## config.mk

```make
export PLATFORM = sky130hd
export DESIGN_NAME = serial_magnitude_comparator_flat
export DESIGN_NICKNAME = d
export VERILOG_FILES = /design/src/rtl/serial_magnitude_comparator_pkg.sv /design/src/rtl/serial_magnitude_comparator_if.sv /design/src/rtl/serial_magnitude_comparator_bit_cmp_cell.sv /design/src/rtl/serial_magnitude_comparator.sv /design/src/flat_wrapper.sv
export SDC_FILE = /design/constraint.sdc
export NUM_CORES = 1
export LEC_CHECK = 0
export BUFFER_PORTS_ARGS = -buffer_cell sky130_fd_sc_hd__buf_2
export CORE_ASPECT_RATIO = 0.5
export CORE_UTILIZATION = 48
export DETAILED_ROUTE_END_ITERATION = 10
export PLACE_DENSITY = 0.85
export SLEW_MARGIN = 0
export SYNTH_ARGS = -nofsm -noshare
export SYNTH_HDL_FRONTEND = slang
export SYNTH_HIERARCHICAL = 1
export SYNTH_SLANG_ARGS = --single-unit
```

## constraint.sdc

```tcl
create_clock -name clk -period 1.4 [get_ports clk]
set_input_delay 0.07 -clock clk [delete_from_list [all_inputs] [get_ports clk]]
set_output_delay 0.07 -clock clk [all_outputs]
set_load 0.03 [all_outputs]
```

## src/rtl/serial_magnitude_comparator_pkg.sv

```systemverilog
// Shared definitions for the bit-serial magnitude comparator: FSM states and
// the width limit, plus the counter-width helper that the top module uses.
package comparator_pkg;

  localparam int CMP_MAX_WIDTH = 32;

  typedef enum logic [1:0] {
    IDLE,
    SHIFT,
    DONE
  } cmp_state_t;

  // $clog2(1) is 0, so a one-bit operand still needs a one-bit counter.
  function automatic int cnt_width(input int width);
    return (width > 1) ? $clog2(width) : 1;
  endfunction

endpackage

```

## src/rtl/serial_magnitude_comparator_if.sv

```systemverilog
// Operand and result handshake bundle for the serial magnitude comparator.
// The master side is the producer/consumer; the slave side is the comparator.
interface serial_magnitude_comparator_if #(
  parameter int WIDTH = 8
);

  logic             in_valid;
  logic             in_ready;
  logic [WIDTH-1:0] a;
  logic [WIDTH-1:0] b;
  logic             out_valid;
  logic             out_ready;
  logic             agb;
  logic             aeb;
  logic             alb;

  modport master (
    output in_valid, a, b, out_ready,
    input  in_ready, out_valid, agb, aeb, alb
  );

  modport slave (
    input  in_valid, a, b, out_ready,
    output in_ready, out_valid, agb, aeb, alb
  );

endinterface

```

## src/rtl/serial_magnitude_comparator_bit_cmp_cell.sv

```systemverilog
// Single-bit unsigned compare cell: exactly one of gt/eq/lt is high for any
// pair of input bits.
module bit_cmp_cell (
  input  logic a,
  input  logic b,
  output logic gt,
  output logic eq,
  output logic lt
);

  assign gt = a & ~b;
  assign eq = ~(a ^ b);
  assign lt = ~a & b;

endmodule

```

## src/rtl/serial_magnitude_comparator.sv

```systemverilog
// Bit-serial unsigned magnitude comparator: scans both operands MSB-first
// through one compare cell and stops at the first differing bit.
module serial_magnitude_comparator
  import comparator_pkg::*;
#(
  parameter int WIDTH = 8
) (
  input  logic                         clk,
  input  logic                         rst_n,
  serial_magnitude_comparator_if.slave cmp,
  output logic                         busy
);

  localparam int CNT_W = cnt_width(WIDTH);

  cmp_state_t       state;
  cmp_state_t       next_state;
  logic [WIDTH-1:0] sa;
  logic [WIDTH-1:0] sb;
  logic [CNT_W-1:0] cnt;
  logic             cell_gt;
  logic             cell_eq;
  logic             cell_lt;

  bit_cmp_cell u_cell (
    .a  (sa[WIDTH-1]),
    .b  (sb[WIDTH-1]),
    .gt (cell_gt),
    .eq (cell_eq),
    .lt (cell_lt)
  );

  always_ff @(posedge clk or negedge rst_n) begin
    if (!rst_n) begin
      state <= IDLE;
    end else begin
      state <= next_state;
    end
  end

  always_comb begin
    next_state = state;
    case (state)
      IDLE:    if (cmp.in_valid) next_state = SHIFT;
      SHIFT:   if (!cell_eq || cnt == '0) next_state = DONE;
      DONE:    if (cmp.out_ready) next_state = IDLE;
      default: next_state = IDLE;
    endcase
  end

  // Operands only move while scanning; a resolved compare leaves them frozen.
  always_ff @(posedge clk or negedge rst_n) begin
    if (!rst_n) begin
      sa  <= '0;
      sb  <= '0;
      cnt <= '0;
    end else if (state == IDLE && cmp.in_valid) begin
      sa  <= cmp.a;
      sb  <= cmp.b;
      cnt <= CNT_W'(WIDTH - 1);
    end else if (state == SHIFT && cell_eq && cnt != '0) begin
      sa  <= sa << 1;
      sb  <= sb << 1;
      cnt <= cnt - CNT_W'(1);
    end
  end

  // On an all-equal scan the cell reports eq with gt/lt low, so latching the
  // cell directly covers both the early-exit and the full-length cases.
  always_ff @(posedge clk or negedge rst_n) begin
    if (!rst_n) begin
      cmp.out_valid <= 1'b0;
      cmp.agb       <= 1'b0;
      cmp.aeb       <= 1'b0;
      cmp.alb       <= 1'b0;
    end else if (state == SHIFT && next_state == DONE) begin
      cmp.out_valid <= 1'b1;
      cmp.agb       <= cell_gt;
      cmp.aeb       <= cell_eq;
      cmp.alb       <= cell_lt;
    end else if (state == DONE && cmp.out_ready) begin
      cmp.out_valid <= 1'b0;
      cmp.agb       <= 1'b0;
      cmp.aeb       <= 1'b0;
      cmp.alb       <= 1'b0;
    end
  end

  assign cmp.in_ready = (state == IDLE);
  assign busy         = (state != IDLE);

endmodule

```

## src/flat_wrapper.sv

```systemverilog
// flat-port wrapper written by rule: the top's interface ports become plain ports
module serial_magnitude_comparator_flat import comparator_pkg::*;
#(
  parameter int WIDTH = 8
)
  (clk, rst_n, busy, cmp_in_valid, cmp_a, cmp_b, cmp_out_ready, cmp_in_ready, cmp_out_valid, cmp_agb, cmp_aeb, cmp_alb);
  serial_magnitude_comparator_if #(.WIDTH(WIDTH)) cmp_i ();
  input  logic clk;
  input  logic rst_n;
  output logic busy;
  input wire logic [$bits(cmp_i.in_valid)-1:0] cmp_in_valid;
  input wire logic [$bits(cmp_i.a)-1:0] cmp_a;
  input wire logic [$bits(cmp_i.b)-1:0] cmp_b;
  input wire logic [$bits(cmp_i.out_ready)-1:0] cmp_out_ready;
  output wire logic [$bits(cmp_i.in_ready)-1:0] cmp_in_ready;
  output wire logic [$bits(cmp_i.out_valid)-1:0] cmp_out_valid;
  output wire logic [$bits(cmp_i.agb)-1:0] cmp_agb;
  output wire logic [$bits(cmp_i.aeb)-1:0] cmp_aeb;
  output wire logic [$bits(cmp_i.alb)-1:0] cmp_alb;
  assign cmp_i.in_valid = cmp_in_valid;
  assign cmp_i.a = cmp_a;
  assign cmp_i.b = cmp_b;
  assign cmp_i.out_ready = cmp_out_ready;
  assign cmp_in_ready = cmp_i.in_ready;
  assign cmp_out_valid = cmp_i.out_valid;
  assign cmp_agb = cmp_i.agb;
  assign cmp_aeb = cmp_i.aeb;
  assign cmp_alb = cmp_i.alb;
  serial_magnitude_comparator #(.WIDTH(WIDTH)) u_core (.clk(clk), .rst_n(rst_n), .cmp(cmp_i), .busy(busy));
endmodule
```

==> results by group <==
Layout
  • Antenna cells: 0
  • Core Util, Final: 70.4%
  • Nets: 202
  • Area grow syn2layout: 28.8%
  • Share of cells above drive strength 1: 33.9%
  • Final instance area: 1690 sq um

Clocking
  • CTS tree: yes
  • H-tree levels: 1
  • Sink Count: 25
  • CTS Buf Count: 3
  • Reg clk slew, reported paths: 0.09 ns
  • Root Driver: clkbuf_8
  • Maximum buffer depth of the clock tree: 2
  • Clk Latency, worst-skew pair: 0.27 ns

Logic synthesis
  • Area contributors post-synth: dfrtp_1 48%, nand2_1 10%, o211ai_1 9.7%, nand4_1 7.1%, ha_1 3.8%
  • Synth Flop Type: dfrtp_1
  • Synth cell types: 30
  • Synth Register Bits: 25
  • Cells after synthesis: 138
  • Post-synth EDFFs: 0
  • Yosys top cell area share: 47.6%
  • Syn. warnings: 6
  • Syn_area_per_cell: 9.52 sq um
  • Top-count cell post-synth: nand2_1
  • Area of the mapped netlist: 1310 sq um
  • Synth Net Count: 162
  • Post-synth top area cell: dfrtp_1
  • Sequential fraction of the synthesis area: 47.6%
  • Asr flop ratio synth: 100%
  • Post-synth top cells: 35 x nand2_1, 25 x dfrtp_1, 17 x o211ai_1

Place
  • Placed cell areas: 1550 sq um
  • DP Wirelength: 1.93 mm
  • Placement Setup Slack: -0.115 ns
  • Routability cong.: 0.823
  • # port buffers: 25

Worst setup path
  • Critical path type: reg2reg
  • RR Startpoint: u_core/sa[7]$_DFFE_PN0P_
  • Worst Path Required: 1.59 ns
  • Setup slack, reg-to-reg: -0.04 ns
  • Worst Setup SP: u_core/sa[7]$_DFFE_PN0P_
  • CP startpoint kind: flop
  • Reg2Reg Depth: 5
  • CP max FO: 4
  • Critical Path End: u_core/cnt[1]$_DFFE_PN0P_
  • Crit path capture type: flop
  • Crit Reg-Reg Endpoint: u_core/cnt[1]$_DFFE_PN0P_
  • Critical path arrival: 1.63 ns

Floorplanning
  • # rows: 12
  • Starting Density: 54.7%
  • Die width: 76.0 um
  • Chip height: 39.0 um
  • Die Area: 2960 sq um
  • Io pins: 26
  • Core area: 2400 sq um

Routing
  • DRT iter0 DRCs: 53
  • Post-route ant nets: 0
  • Pre-Repair DR Iteration Count: 4
  • Detailed-route wire length: 2.94 mm
  • WL/cell: 13.9 um
  • # DRC: 0
  • Routed vias: 1169
  • Via density: 5.51

Timing
  • Slew Viols, Final: 0
  • Final min period: 1.44 ns
  • Final setup vio count: 1
  • RSZ-0062 raised after global routing: yes
  • Fin. Hold Viols: 0
  • Final period util: 103%
  • Slew HR: 62.5%
  • Setup TNS: -0.0398 ns
  • Final Skew: 0.00268 ns
  • Maximum clock rate: 695 MHz
  • PnR worst setup slack: -0.0398 ns
  • Slew @ Worst Pin: 0.563 ns

Pwr
  • Reg power frac: 32.0%
  • Combinational share of power: 56.8%
  • Pleak: 0.772 nW
  • PD cells: 2300 nW/um^2
  • Worst vdd ir: 1150 uV
  • Switch Pwr: 1.61 mW
  • Clock share of power: 11.2%
  • Pint: 2.27 mW
  • Switching part of the total: 41.6%

Outcome
  • Status: finished, violations left
  • Violated checks: setup timing

Global routing
  • GR Layer Usage met3: 5.41%
  • Largest net degree at the start of global routing: 26
  • GRT busiest layer: met2
  • First-pass GRT wire length: 5.00 mm
  • Total grt overflow: 0
  • GR Util All Layers: 23.0%
  • Met2 GRT Util: 43.4%
  • M1 GR Usage: 27.7%
  • Vias in the first global route: 1100
  • Initial antenna violation count: 0

Worst hold path
  • Hold Crit Class: in2reg
  • Worst Hold Depth: 3

Run
  • MaxCap Viol Count: 0
[sequential cells by signal (all words and copies together), names as in the netlist]
| signal | flops |
|---|---|
| u_core/cmp.aeb | 1 |
| u_core/cmp.agb | 1 |
| u_core/cmp.alb | 1 |
| u_core/cmp.out_valid | 1 |
| u_core/cnt | 3 |
| u_core/sa | 8 |
| u_core/sb | 8 |
| u_core/state | 2 |
[timing repair]
item	in CTS	in global routing
hold buffers	3	0
hold endpoints to repair	27	0
gates resized for setup	4	7
pin swaps	1	2
buffers inserted	2	1
endpoints found under the setup margin	18	23
[layout make-up]
cell class	count	area [sq um]
clock buffer	3	41.3
multi-input combinational	97	616
sequential	25	627
tap	35	43.8
fill	185	711
timing repair buffer	45	334
clock inverter	1	5.00
inverter	6	25.0
[logic make-up after synthesis]
group | after synthesis | share of synthesized area (%)
buf+inv | 16 | 7.62
compound gates | 26 | 13.4
simple gates | 66 | 26.8
fa+ha+maj | 4 | 3.81
mux | 1 | 0.762
flops | 25 | 47.6
[layer usage]
layer | routed length (um) | part of all wire (%)
met3 | 192 | 6.5
met5 | 0 | 0
met2 | 1380 | 47
met1 | 1340 | 46
met4 | 23 | 0.78
[cell usage in the layout, fill, tap and decap left out, types with 5 or more instances in the layout]
| cell | n |
|---|---|
| dfrtp_1 | 24 |
| nand4_1 | 15 |
| buf_4 | 12 |
| o211ai_1 | 17 |
| nand2_1 | 35 |
| o21ai_0 | 5 |
| buf_2 | 24 |
[stage by stage]
stage	instances	hold WS [ns]	power, mW
3_3_place_gp	202	0.0881	3.14
3_5_place_dp	202	0.0948	3.22
5_1_grt	212	0.0160	4.16
6_report	212	0.0114	3.88
2_1_floorplan	138	-0.226	2.61
4_1_cts	211	0.0109	3.79
[critical path, cell delays in order (launching register included)]
cell	delay, ns
dfrtp_1	0.38
inv_2	0.05
ha_4	0.28
inv_4	0.05
or4_4	0.50
o211ai_1	0.10
[worst min-delay path by stage]
stage | from | end
2_1_floorplan | rst_n | u_core/cmp.aeb$_DFFE_PN0P_
3_3_place_gp | rst_n | u_core/sa[0]$_DFFE_PN0P_
3_5_place_dp | rst_n | u_core/sa[0]$_DFFE_PN0P_
4_1_cts | cmp_a[1] | u_core/sa[1]$_DFFE_PN0P_
5_1_grt | cmp_b[6] | u_core/sb[6]$_DFFE_PN0P_
6_report | cmp_a[1] | u_core/sa[1]$_DFFE_PN0P_
[power by group through the flow]
stage / registers, mW / logic [mW] / clock network, mW
floorplan: 1.30 / 1.31 / 0
global placement: 1.22 / 1.92 / 0
detailed placement: 1.24 / 1.98 / 0
CTS: 1.23 / 2.11 / 0.443
global route: 1.29 / 2.40 / 0.475
finish: 1.24 / 2.21 / 0.433
No activity file was read; power rests on OpenSTA's default activity.
